### src/rtl/regsched_pkg.sv
// Shared types for the register-file port scheduler: FSM states, port-select encoding
// and default widths.
package regsched_pkg;

    localparam int unsigned DefDataW = 32;
    localparam int unsigned DefAddrW = 6;

    typedef enum logic [1:0] {
        StIdle,
        StCollect,
        StResp
    } state_e;

    typedef enum logic [2:0] {
        PselNone,
        PselWb0,
        PselWb1,
        PselRd0,
        PselRd1,
        PselRd2
    } psel_e;

    function automatic psel_e rd_sel(input int idx);
        case (idx)
            0:       return PselRd0;
            1:       return PselRd1;
            default: return PselRd2;
        endcase
    endfunction

    function automatic logic is_rd(input psel_e s);
        return (s == PselRd0) || (s == PselRd1) || (s == PselRd2);
    endfunction

endpackage

### src/rtl/regsched_port_alloc.sv
// Combinational grant logic for the two BRAM ports: write-backs first (wb0 older), then
// pending operand reads in index order, filling port A before port B.
module regsched_port_alloc
    import regsched_pkg::*;
#(
    parameter int unsigned ADDRW = DefAddrW
) (
    input  logic                  en,
    input  logic                  starve,
    input  logic [2:0]            pend,
    input  logic [2:0][ADDRW-1:0] op_addr,
    input  logic                  wb0_valid,
    input  logic [ADDRW-1:0]      wb0_addr,
    input  logic                  wb1_valid,
    input  logic [ADDRW-1:0]      wb1_addr,
    output psel_e                 sel_a,
    output psel_e                 sel_b,
    output logic                  wb0_ready,
    output logic                  wb1_ready
);

    logic [2:0] blocked;

    always_comb begin
        sel_a     = PselNone;
        sel_b     = PselNone;
        wb0_ready = 1'b0;
        wb1_ready = 1'b0;
        blocked   = '0;

        if (en && !starve) begin
            if (wb0_valid) begin
                wb0_ready = 1'b1;
                if (wb0_addr != '0) begin
                    sel_a = PselWb0;
                end
            end
            // x0 writes are free; a same-address wb1 waits so wb0's value cannot win late
            if (wb1_valid) begin
                if (wb1_addr == '0) begin
                    wb1_ready = 1'b1;
                end else if (!(wb0_valid && (wb0_addr == wb1_addr))) begin
                    wb1_ready = 1'b1;
                    if (sel_a == PselNone) begin
                        sel_a = PselWb1;
                    end else begin
                        sel_b = PselWb1;
                    end
                end
            end
        end

        for (int i = 0; i < 3; i++) begin
            // An operand hit by a granted write takes the write data instead of reading
            blocked[i] = (wb0_ready && (wb0_addr == op_addr[i])) ||
                         (wb1_ready && (wb1_addr == op_addr[i]));
            if (en && pend[i] && !blocked[i]) begin
                if (sel_a == PselNone) begin
                    sel_a = rd_sel(i);
                end else if (sel_b == PselNone) begin
                    sel_b = rd_sel(i);
                end
            end
        end
    end

endmodule

### src/rtl/regfile_port_sched.sv
// Dual-port register-file BRAM scheduler: two write-backs and one 3-operand read bundle.
// Optional REGSCHED_STALL_CNT_EN adds a 32-bit stall_cnt output.
module regfile_port_sched
    import regsched_pkg::*;
#(
    parameter int unsigned DATAW      = DefDataW,
    parameter int unsigned ADDRW      = DefAddrW,
    parameter int unsigned STARVE_LIM = 4
) (
`ifdef REGSCHED_STALL_CNT_EN
    output logic [31:0]      stall_cnt,
`endif
    input  logic             clk,
    input  logic             rstn,
    input  logic             wb0_valid,
    output logic             wb0_ready,
    input  logic [ADDRW-1:0] wb0_addr,
    input  logic [DATAW-1:0] wb0_data,
    input  logic             wb1_valid,
    output logic             wb1_ready,
    input  logic [ADDRW-1:0] wb1_addr,
    input  logic [DATAW-1:0] wb1_data,
    input  logic             rd_valid,
    output logic             rd_ready,
    input  logic [2:0]       rd_en,
    input  logic [ADDRW-1:0] rd_addr0,
    input  logic [ADDRW-1:0] rd_addr1,
    input  logic [ADDRW-1:0] rd_addr2,
    output logic             rsp_valid,
    input  logic             rsp_ready,
    output logic [DATAW-1:0] rsp_data0,
    output logic [DATAW-1:0] rsp_data1,
    output logic [DATAW-1:0] rsp_data2,
    output logic             bram_wea,
    output logic             bram_web,
    output logic [ADDRW-1:0] bram_addra,
    output logic [ADDRW-1:0] bram_addrb,
    output logic [DATAW-1:0] bram_dina,
    output logic [DATAW-1:0] bram_dinb,
    input  logic [DATAW-1:0] bram_douta,
    input  logic [DATAW-1:0] bram_doutb
);

    localparam int unsigned CntW = (STARVE_LIM < 2) ? 1 : $clog2(STARVE_LIM + 1);

    state_e                state_q, state_d;
    logic [2:0][ADDRW-1:0] op_addr_q, op_addr_d, rd_addr_v;
    logic [2:0][DATAW-1:0] op_data_q, op_data_d;
    logic [2:0]            use_q, use_d, fetched_q, fetched_d;
    logic [2:0]            inflight, pend, hit0, hit1;
    psel_e                 sel_a, sel_b, tag_a_q, tag_a_d, tag_b_q, tag_b_d;
    logic [CntW-1:0]       starve_q, starve_d;
    logic                  starve, issue, accept;
    psel_e                 psel [2];
    logic [1:0]            we;
    logic [1:0][ADDRW-1:0] addr;
    logic [1:0][DATAW-1:0] din;

    assign rd_addr_v = {rd_addr2, rd_addr1, rd_addr0};
    assign rd_ready  = rstn && (state_q == StIdle);
    assign accept    = rd_valid && rd_ready;
    assign starve    = (STARVE_LIM != 0) && (starve_q == CntW'(STARVE_LIM));
    assign issue     = is_rd(sel_a) || is_rd(sel_b);

    always_comb begin
        inflight = '0;
        pend     = '0;
        hit0     = '0;
        hit1     = '0;
        for (int i = 0; i < 3; i++) begin
            inflight[i] = (tag_a_q == rd_sel(i)) || (tag_b_q == rd_sel(i));
            pend[i]     = (state_q == StCollect) && use_q[i] && !fetched_q[i] && !inflight[i];
            hit0[i]     = (state_q == StCollect) && use_q[i] && wb0_ready &&
                          (wb0_addr == op_addr_q[i]);
            hit1[i]     = (state_q == StCollect) && use_q[i] && wb1_ready &&
                          (wb1_addr == op_addr_q[i]);
        end
    end

    regsched_port_alloc #(
        .ADDRW (ADDRW)
    ) u_port_alloc (
        .en        (rstn),
        .starve    (starve),
        .pend      (pend),
        .op_addr   (op_addr_q),
        .wb0_valid (wb0_valid),
        .wb0_addr  (wb0_addr),
        .wb1_valid (wb1_valid),
        .wb1_addr  (wb1_addr),
        .sel_a     (sel_a),
        .sel_b     (sel_b),
        .wb0_ready (wb0_ready),
        .wb1_ready (wb1_ready)
    );

    always_comb begin
        state_d   = state_q;
        op_addr_d = op_addr_q;
        op_data_d = op_data_q;
        use_d     = use_q;
        fetched_d = fetched_q;
        tag_a_d   = PselNone;
        tag_b_d   = PselNone;
        starve_d  = '0;

        unique case (state_q)
            StIdle: begin
                if (accept) begin
                    for (int i = 0; i < 3; i++) begin
                        use_d[i] = rd_en[i] && (rd_addr_v[i] != '0);
                    end
                    op_addr_d = rd_addr_v;
                    op_data_d = '0;
                    fetched_d = ~use_d;
                    state_d   = (use_d == 3'b000) ? StResp : StCollect;
                end
            end
            StCollect: begin
                for (int i = 0; i < 3; i++) begin
                    if (inflight[i]) begin
                        op_data_d[i] = (tag_a_q == rd_sel(i)) ? bram_douta : bram_doutb;
                        fetched_d[i] = 1'b1;
                    end
                    // Snooped write data is newer than anything the BRAM returns this cycle
                    if (hit0[i]) begin
                        op_data_d[i] = wb0_data;
                        fetched_d[i] = 1'b1;
                    end
                    if (hit1[i]) begin
                        op_data_d[i] = wb1_data;
                        fetched_d[i] = 1'b1;
                    end
                end
                if (is_rd(sel_a)) tag_a_d = sel_a;
                if (is_rd(sel_b)) tag_b_d = sel_b;
                if (issue) begin
                    starve_d = '0;
                end else if ((pend != '0) && (starve_q != CntW'(STARVE_LIM))) begin
                    starve_d = starve_q + CntW'(1);
                end else begin
                    starve_d = starve_q;
                end
                // An issued read leaves its operand unfetched, so this implies nothing in flight
                if (fetched_d == 3'b111) begin
                    state_d = StResp;
                end
            end
            StResp: begin
                if (rsp_ready) begin
                    state_d = StIdle;
                end
            end
            default: state_d = StIdle;
        endcase
    end

    always_ff @(posedge clk) begin
        if (!rstn) begin
            state_q   <= StIdle;
            op_addr_q <= '0;
            op_data_q <= '0;
            use_q     <= '0;
            fetched_q <= '0;
            tag_a_q   <= PselNone;
            tag_b_q   <= PselNone;
            starve_q  <= '0;
        end else begin
            state_q   <= state_d;
            op_addr_q <= op_addr_d;
            op_data_q <= op_data_d;
            use_q     <= use_d;
            fetched_q <= fetched_d;
            tag_a_q   <= tag_a_d;
            tag_b_q   <= tag_b_d;
            starve_q  <= starve_d;
        end
    end

    assign psel[0] = sel_a;
    assign psel[1] = sel_b;

    always_comb begin
        for (int p = 0; p < 2; p++) begin
            we[p]   = 1'b0;
            addr[p] = '0;
            din[p]  = '0;
            unique case (psel[p])
                PselWb0: begin
                    we[p]   = 1'b1;
                    addr[p] = wb0_addr;
                    din[p]  = wb0_data;
                end
                PselWb1: begin
                    we[p]   = 1'b1;
                    addr[p] = wb1_addr;
                    din[p]  = wb1_data;
                end
                PselRd0: addr[p] = op_addr_q[0];
                PselRd1: addr[p] = op_addr_q[1];
                PselRd2: addr[p] = op_addr_q[2];
                default: ;
            endcase
        end
    end

    assign bram_wea   = we[0];
    assign bram_web   = we[1];
    assign bram_addra = addr[0];
    assign bram_addrb = addr[1];
    assign bram_dina  = din[0];
    assign bram_dinb  = din[1];

    assign rsp_valid = (state_q == StResp);
    assign rsp_data0 = op_data_q[0];
    assign rsp_data1 = op_data_q[1];
    assign rsp_data2 = op_data_q[2];

`ifdef REGSCHED_STALL_CNT_EN
    logic [31:0] stall_cnt_q;

    always_ff @(posedge clk) begin
        if (!rstn) begin
            stall_cnt_q <= '0;
        end else if ((wb0_valid && !wb0_ready) || (wb1_valid && !wb1_ready) ||
                     (state_q == StCollect)) begin
            stall_cnt_q <= stall_cnt_q + 32'd1;
        end
    end

    assign stall_cnt = stall_cnt_q;
`endif

endmodule

### config.mk
export PLATFORM = sky130hd
export DESIGN_NAME = regfile_port_sched
export DESIGN_NICKNAME = d
export VERILOG_FILES = /design/src/rtl/regsched_pkg.sv /design/src/rtl/regsched_port_alloc.sv /design/src/rtl/regfile_port_sched.sv
export SDC_FILE = /design/constraint.sdc
export NUM_CORES = 1
export LEC_CHECK = 0
export CAP_MARGIN = 25
export CORE_MARGIN = 3
export CORE_UTILIZATION = 40
export CTS_BUF_LIST = sky130_fd_sc_hd__clkbuf_16
export CTS_CLUSTER_DIAMETER = 60
export CTS_CLUSTER_SIZE = 24
export DETAILED_ROUTE_END_ITERATION = 8
export GPL_TIMING_DRIVEN = 0
export PLACE_DENSITY = 0.68
export SYNTH_ARGS = -nofsm -noshare
export SYNTH_HDL_FRONTEND = slang
export SYNTH_SLANG_ARGS = --single-unit
### constraint.sdc
create_clock -name clk -period 10.9 [get_ports clk]
set_input_delay 3.27 -clock clk [delete_from_list [all_inputs] [get_ports clk]]
set_output_delay 3.27 -clock clk [all_outputs]
set_load 0.05 [all_outputs]
==> reports/results.ini, run 1 <==
[clock_network]
htreeDepth=4
cts_root_buf=clkbuf_16
clk_latency_ps=430
cts_tree=yes
cts_sinks=131
clockBufferDepth=2
cts_buffers=17
clk_pin_slew_ps=70

[synth]
async_reset_ff_share_pct=0
syn_area_per_cell_um2=7.67
synth_ff_type=dfxtp_1
netlist-cell-type-count=68
synth.cell_area_mm2=0.00997
synth_warnings=0
synth_edf_count=0
ys_seq_area_share_pct=26.3
ys_ff_latch=131
syn_nets=1471
netlist_instances=1299

[drt]
routedWlPerCell_um=23.7
drc=0
drtAntennaViolNets=0
viasPerCell=6.02
drtPass1Iterations=8
vias=12000
wl_um=47200
drt-initial-drc-count=1169

[final_layout]
stdcell_count=1991
finalInstanceArea_mm2=0.0144
syn_to_final_growth_pct=44.1
layout-drive-gt1-share_pct=5.53
seq_area_mm2=0.00262
nets=1822
fillCellCount=2300
multi_input_area_mm2=0.00668
post-route-util_pct=58.9

[floorplanning]
rows=57
start_util_pct=40.9
dieWidth_um=164
die_area_mm2=0.0269
pin_count=345
die_y_um=164
coreArea_mm2=0.0244

[timing]
tightest_slew_ps=988
fin_setup_tns_ps=0
max-slew-margin-rel_pct=34.0
final-setup-viol-count=0
setup_ws_ps=244
max_freq_mhz=93.8
whs_ps=450
fin_skew_ps=12.7
hold_viol_final=0
fin_crit_ps=10660
fin_crit_sh_pct=97.8
final_max_slew_viol_count=0
rsz0062_at_grt=false

[global_route]
overflow=0
antenna_found_initial=3
track_usage_pct=33.8
grt_max_degree=17
grt_pass1_vias=11400
grt_pass1_wl_um=69300

[place]
place_congestion=0.930
io_buffer_count=332
dpl-instance-area_mm2=0.0137
place_hpwl_um=35700
dp_cells=1955
pre_cts_ws_ps=144

[hold_path]
worstHoldPathType=reg -> reg

[pwr]
power.internal_mw=1.35
seq_power_share_pct=25.5
netSwitchingFraction_pct=44.6
power_frac_comb_pct=47.7
leakagePower_nw=5.33
p_per_area_mw_per_mm2=170
p_clk_share_pct=26.8
p_sw_mw=1.09
vdd_drop_max_mv=0.110
power_mw=2.44

[setup_path]
crit_fanout=10
critPathArrivalTime_ps=7390
crit_path_start_kind=input pin
crit_slowest_cell=clkdlybuf4s50_1
critPathCaptureType=output port
path_common_cell=clkdlybuf4s50_1
crit_chain=clkdlybuf4s50_1 > buf_2 > nand3_1 > a211oi_1 > nand2_1 > inv_1 > ha_1 > clkbuf_1 > clkbuf_2 > buf_1 > a22oi_1 > nor2b_1 > clkdlybuf4s50_1
worstSetupPathType=in -> out
crit_required_ps=7630
slowest_delay_ps=850

[run_status]
outcome=completed

[run]
drv_cap=0

[registers in the layout, indices dropped and copies added, names as in the netlist]
register / count
tag_b_q: 3
rsp_data2: 32
use_q: 3
starve_q: 3
state_q: 2
op_addr_q: 18
rsp_data0: 32
fetched_q: 3
tag_a_q: 3
rsp_data1: 32
[path summary, 6_finish.rpt]
kind / from / end / slack (ps) / cells after the start
max: rstn / bram_dina[2] / 240 / 13
min: rsp_data1[15] / rsp_data1[15] / 450 / 2
max reg2reg: starve_q[0] / rsp_data1[28] / 7650 / 11
min reg2reg: rsp_data1[15] / rsp_data1[15] / 450 / 2
[per-layer routing]
layer	track usage (%)	vias to the layer above	share of wire (%)
met5	0	-	0.055
li1	-	5442	-
met4	14.0	4	4.1
met1	42.7	5615	40
met3	10.0	145	11
met2	53.8	786	45
[Yosys cell counts (6+ instances only)]
library cell / instances / area (um2)
a21boi_0: 59 / 443
a21boi_1: 37 / 278
a21oi_1: 36 / 180
a221o_1: 6 / 60.1
a222oi_1: 6 / 60.1
a22oi_1: 39 / 293
and2_1: 34 / 213
buf_1: 13 / 48.8
buf_2: 26 / 130
buf_4: 7 / 52.6
clkbuf_1: 88 / 330
dfxtp_1: 131 / 2620
inv_1: 26 / 97.6
mux2i_1: 96 / 961
nand2_1: 306 / 1150
nand3_1: 26 / 130
nand4_1: 7 / 43.8
nor2_1: 16 / 60.1
nor2b_1: 35 / 219
o211ai_1: 97 / 728
o21ai_0: 8 / 40.0
o221ai_1: 7 / 61.3
o311ai_0: 65 / 569
xnor2_1: 34 / 298
xor2_1: 9 / 78.8
[power by group through the flow]
stage	clock [mW]	sequential [mW]	combinational [mW]
after floorplan	0	0.792	0.536
after global placement	0	0.629	1.13
after detailed placement	0	0.631	1.14
after CTS	0.657	0.621	1.14
after global routing	0.673	0.630	1.23
final	0.653	0.623	1.16
[worst max-delay path, delay by kind of cell]
family | cells | cell delay, ps
buffers and inverters | 7 | 2860
and+or+nand+nor | 3 | 590
AOI/OAI and AO/OA | 2 | 510
adders and majority gates | 1 | 140
[placed cells by master, fill, tap and decap left out, drive strengths merged, types with 16 or more instances in the layout]
cell and count:
o211ai 97, inv 32, buf 47, clkbuf 105, dfxtp 131, clkdlybuf4s50 332
nand3 26, and2 34, o311ai 65, a21oi 37, nor2b 35, xnor2 34
nand2 306, nor2 16, a22oi 39, mux2i 97, a21boi 96
[logic make-up (layout without fill, tap and decap cells)]
logic type	after synthesis	after routing	share of synthesized area, %
AOI/OAI and AO/OA	394	394	31.0
muxes	99	99	10.0
and+or+nand+nor	466	466	21.5
buffers and inverters	161	525	6.73
xor gates and xnor gates	43	43	3.78
adders and majority gates	5	5	0.628
DFF	131	131	26.3
other	0	4	0
[cell type report]
type | instances | area share [%]
multi-input combinational | 1007 | 46.5
inverter | 26 | 0.680
clock buffer | 17 | 2.96
tap | 324 | 2.82
buffer | 135 | 4.00
sequential | 131 | 18.3
antenna | 4 | 0.0697
clock inverter | 15 | 1.59
timing repair buffer | 332 | 23.1
[what timing repair did]
item,in CTS,in global routing
hold endpoints to repair,0,0
setup buffers,0,0
endpoints found under the setup margin,0,9
resized for setup,0,2
hold buffers,0,0
No activity file was read; power rests on OpenSTA's default activity.
==> run 2, diff against run 1 <==
--- a/config.mk
+++ b/config.mk
@@ -14,6 +14,7 @@
 export DETAILED_ROUTE_END_ITERATION = 8
 export GPL_TIMING_DRIVEN = 0
 export PLACE_DENSITY = 0.68
+export SLEW_MARGIN = 20
 export SYNTH_ARGS = -nofsm -noshare
 export SYNTH_HDL_FRONTEND = slang
 export SYNTH_SLANG_ARGS = --single-unit
==> results of run 2 <==
No change in the layout: final DEF, timing and power equal those of run 1.
==> run 3, diff against run 2 <==
--- a/config.mk
+++ b/config.mk
@@ -12,6 +12,7 @@
 export CTS_CLUSTER_DIAMETER = 60
 export CTS_CLUSTER_SIZE = 24
 export DETAILED_ROUTE_END_ITERATION = 8
+export GPL_ROUTABILITY_DRIVEN = 0
 export GPL_TIMING_DRIVEN = 0
 export PLACE_DENSITY = 0.68
 export SLEW_MARGIN = 20
==> run 3 against run 2 <==
  * Clock power shrank 7.5%
  * Setup slack lost 46 ps
  * Sequential power is essentially flat
  * Total power shrank 2.3%
  * Non-clock buffer count is the same
  * Fmax shrank 0.43%
  * Core utilization shrank 0.25 points
  * Global-route usage shrank 0.33 points
  * Routed wire length shrank 1.3%
  * Combinational power is essentially flat
  * Critical endpoint is now bram_dina[29]
==> reports/results.ini, run 3 (synthesized netlist as in run 1, its figures left out) <==
[run_status]
outcome=completed  ; unchanged

[drt]
drc=0  ; unchanged
drtPass1Iterations=9  ; was 8
vias=11900  ; was 12000
drtAntennaViolNets=0  ; unchanged
wl_um=46600  ; was 47200 um
wl_met1_um=18800  ; was 18700 um
top_layer_used=met5  ; unchanged
wl_met2_um=20900  ; was 21300 um
routedWlPerCell_um=23.4  ; was 23.7 um
wl_met3_um=5020  ; was 5290 um
viasPerCell=5.99  ; was 6.02
drt-initial-drc-count=1276  ; was 1169

[timing]
max_freq_mhz=93.4  ; was 93.8 MHz
rsz0062_at_grt=false  ; unchanged
max-slew-margin-rel_pct=29.4  ; was 34.0%
fin_crit_sh_pct=98.2  ; was 97.8%
fin_crit_ps=10700  ; was 10660 ps
fin_setup_tns_ps=0  ; unchanged
fin_skew_ps=17.1  ; was 12.7 ps
hold_viol_final=0  ; unchanged
final-setup-viol-count=0  ; unchanged
final_max_slew_viol_count=0  ; unchanged
tightest_slew_ps=1060  ; was 988 ps

[floorplanning]
pin_count=345  ; unchanged
start_util_pct=40.9  ; unchanged
dieWidth_um=164  ; unchanged
coreArea_mm2=0.0244  ; unchanged
die_y_um=164  ; unchanged
rows=57  ; unchanged
die_area_mm2=0.0269  ; unchanged

[global_route]
grt_pass1_vias=11400  ; about the same
grt_max_degree=17  ; unchanged
grt_pass1_wl_um=68600  ; was 69300 um
track_usage_pct=33.5  ; was 33.8%
overflow=0  ; unchanged
antenna_found_initial=4  ; was 3

[run]
drv_cap=0  ; unchanged

[pwr]
vdd_drop_max_mv=0.133  ; was 0.110 mV
p_per_area_mw_per_mm2=167  ; was 170 mW/mm2
power_mw=2.38  ; was 2.44 mW
leakagePower_nw=5.30  ; was 5.33 nW

[final_layout]
final_cell_mix=332 x clkdlybuf4s50_1, 306 x nand2_1, 131 x dfxtp_1  ; unchanged
post-route-util_pct=58.6  ; was 58.9%
fillCellCount=2335  ; was 2300
layout-drive-gt1-share_pct=5.59  ; was 5.53%
syn_to_final_growth_pct=43.5  ; was 44.1%
nets=1822  ; unchanged
mostFrequentLayoutCell=clkdlybuf4s50_1  ; unchanged

[place]
io_buffer_count=332  ; unchanged
place_hpwl_um=35300  ; was 35700 um

[setup_path]
critPathArrivalTime_ps=7430  ; was 7390 ps
worstSetupPathType=in -> out  ; unchanged
crit_required_ps=7630  ; about the same
crit_path_start_kind=input pin  ; unchanged
critPathCaptureType=output port  ; unchanged
crit_fanout=10  ; unchanged

[clock_network]
cts_sinks=131  ; unchanged
cts_setup_buffers=0  ; unchanged
clockBufferDepth=2  ; unchanged
clk_latency_ps=450  ; was 430 ps
htreeDepth=4  ; unchanged
cts_buffers=17  ; unchanged
cts_root_buf=clkbuf_16  ; unchanged
cts_tree=yes  ; unchanged
clk_pin_slew_ps=70  ; about the same

[hold_path]
worstHoldPathType=reg -> reg  ; unchanged

==> run 3: where the power goes <==
group	switching [mW]	internal [mW]
registers	0.0658	0.555
clock network	0.261	0.343
logic	0.771	0.386
==> run 3: per-layer routing <==
metal / track usage, % / up-vias
met5: 0 / -
met4: 13.9 / 6
met3: 10.3 / 132
met2: 52.8 / 764
met1: 42.5 / 5580
li1: - / 5431
==> run 3: final timing paths <==
kind                                     from             to  slack (ps)  cells past startpoint
worst max register to register    starve_q[0]     tag_b_q[0]        7610                     14
worst min-delay path            rsp_data2[19]  rsp_data2[19]         450                      2
worst max-delay path                     rstn  bram_dina[29]         200                     12
worst min register to register  rsp_data2[19]  rsp_data2[19]         450                      2
==> run 3: cell type report <==
| class | instances | area [um2] | area share [%] |
|---|---|---|---|
| clock inverters | 15 | 170 | 1.19 |
| plain buffers | 135 | 574 | 4.02 |
| multi-input cells | 1007 | 6680 | 46.7 |
| well taps | 324 | 405 | 2.83 |
| flip-flops and latches | 131 | 2620 | 18.3 |
| repair buffers | 332 | 3320 | 23.2 |
| inverters | 26 | 97.6 | 0.682 |
| diodes | 3 | 7.51 | 0.0525 |
| clock buffers | 17 | 425 | 2.97 |
==> run 3: critical path, stage by stage <==
cell	delay, ps
clkdlybuf4s50_1	480
buf_2	250
nand3_1	220
inv_1	130
nand2_1	110
inv_1	120
ha_1	300
clkbuf_1	600
buf_1	720
a22oi_1	230
nor2b_1	180
clkdlybuf4s50_1	820
==> run 3: repair_timing <==
| action | 4_1_cts | 5_1_grt |
|---|---|---|
| hold buffers | 0 | 0 |
| gates resized for setup | 0 | 2 |
| endpoints found under the setup margin | 0 | 9 |
==> run 3: per-stage QoR <==
stage,worst slack (ps),hold slack (ps),std cells,cell area (um2)
after floorplan,1550,455,1299,9970
after global placement,150,437,1955,13700
after detailed placement,52.7,441,1955,13700
final,197,448,1990,14300
after global routing,35.4,471,1988,14300
after CTS,52.4,450,1987,14300
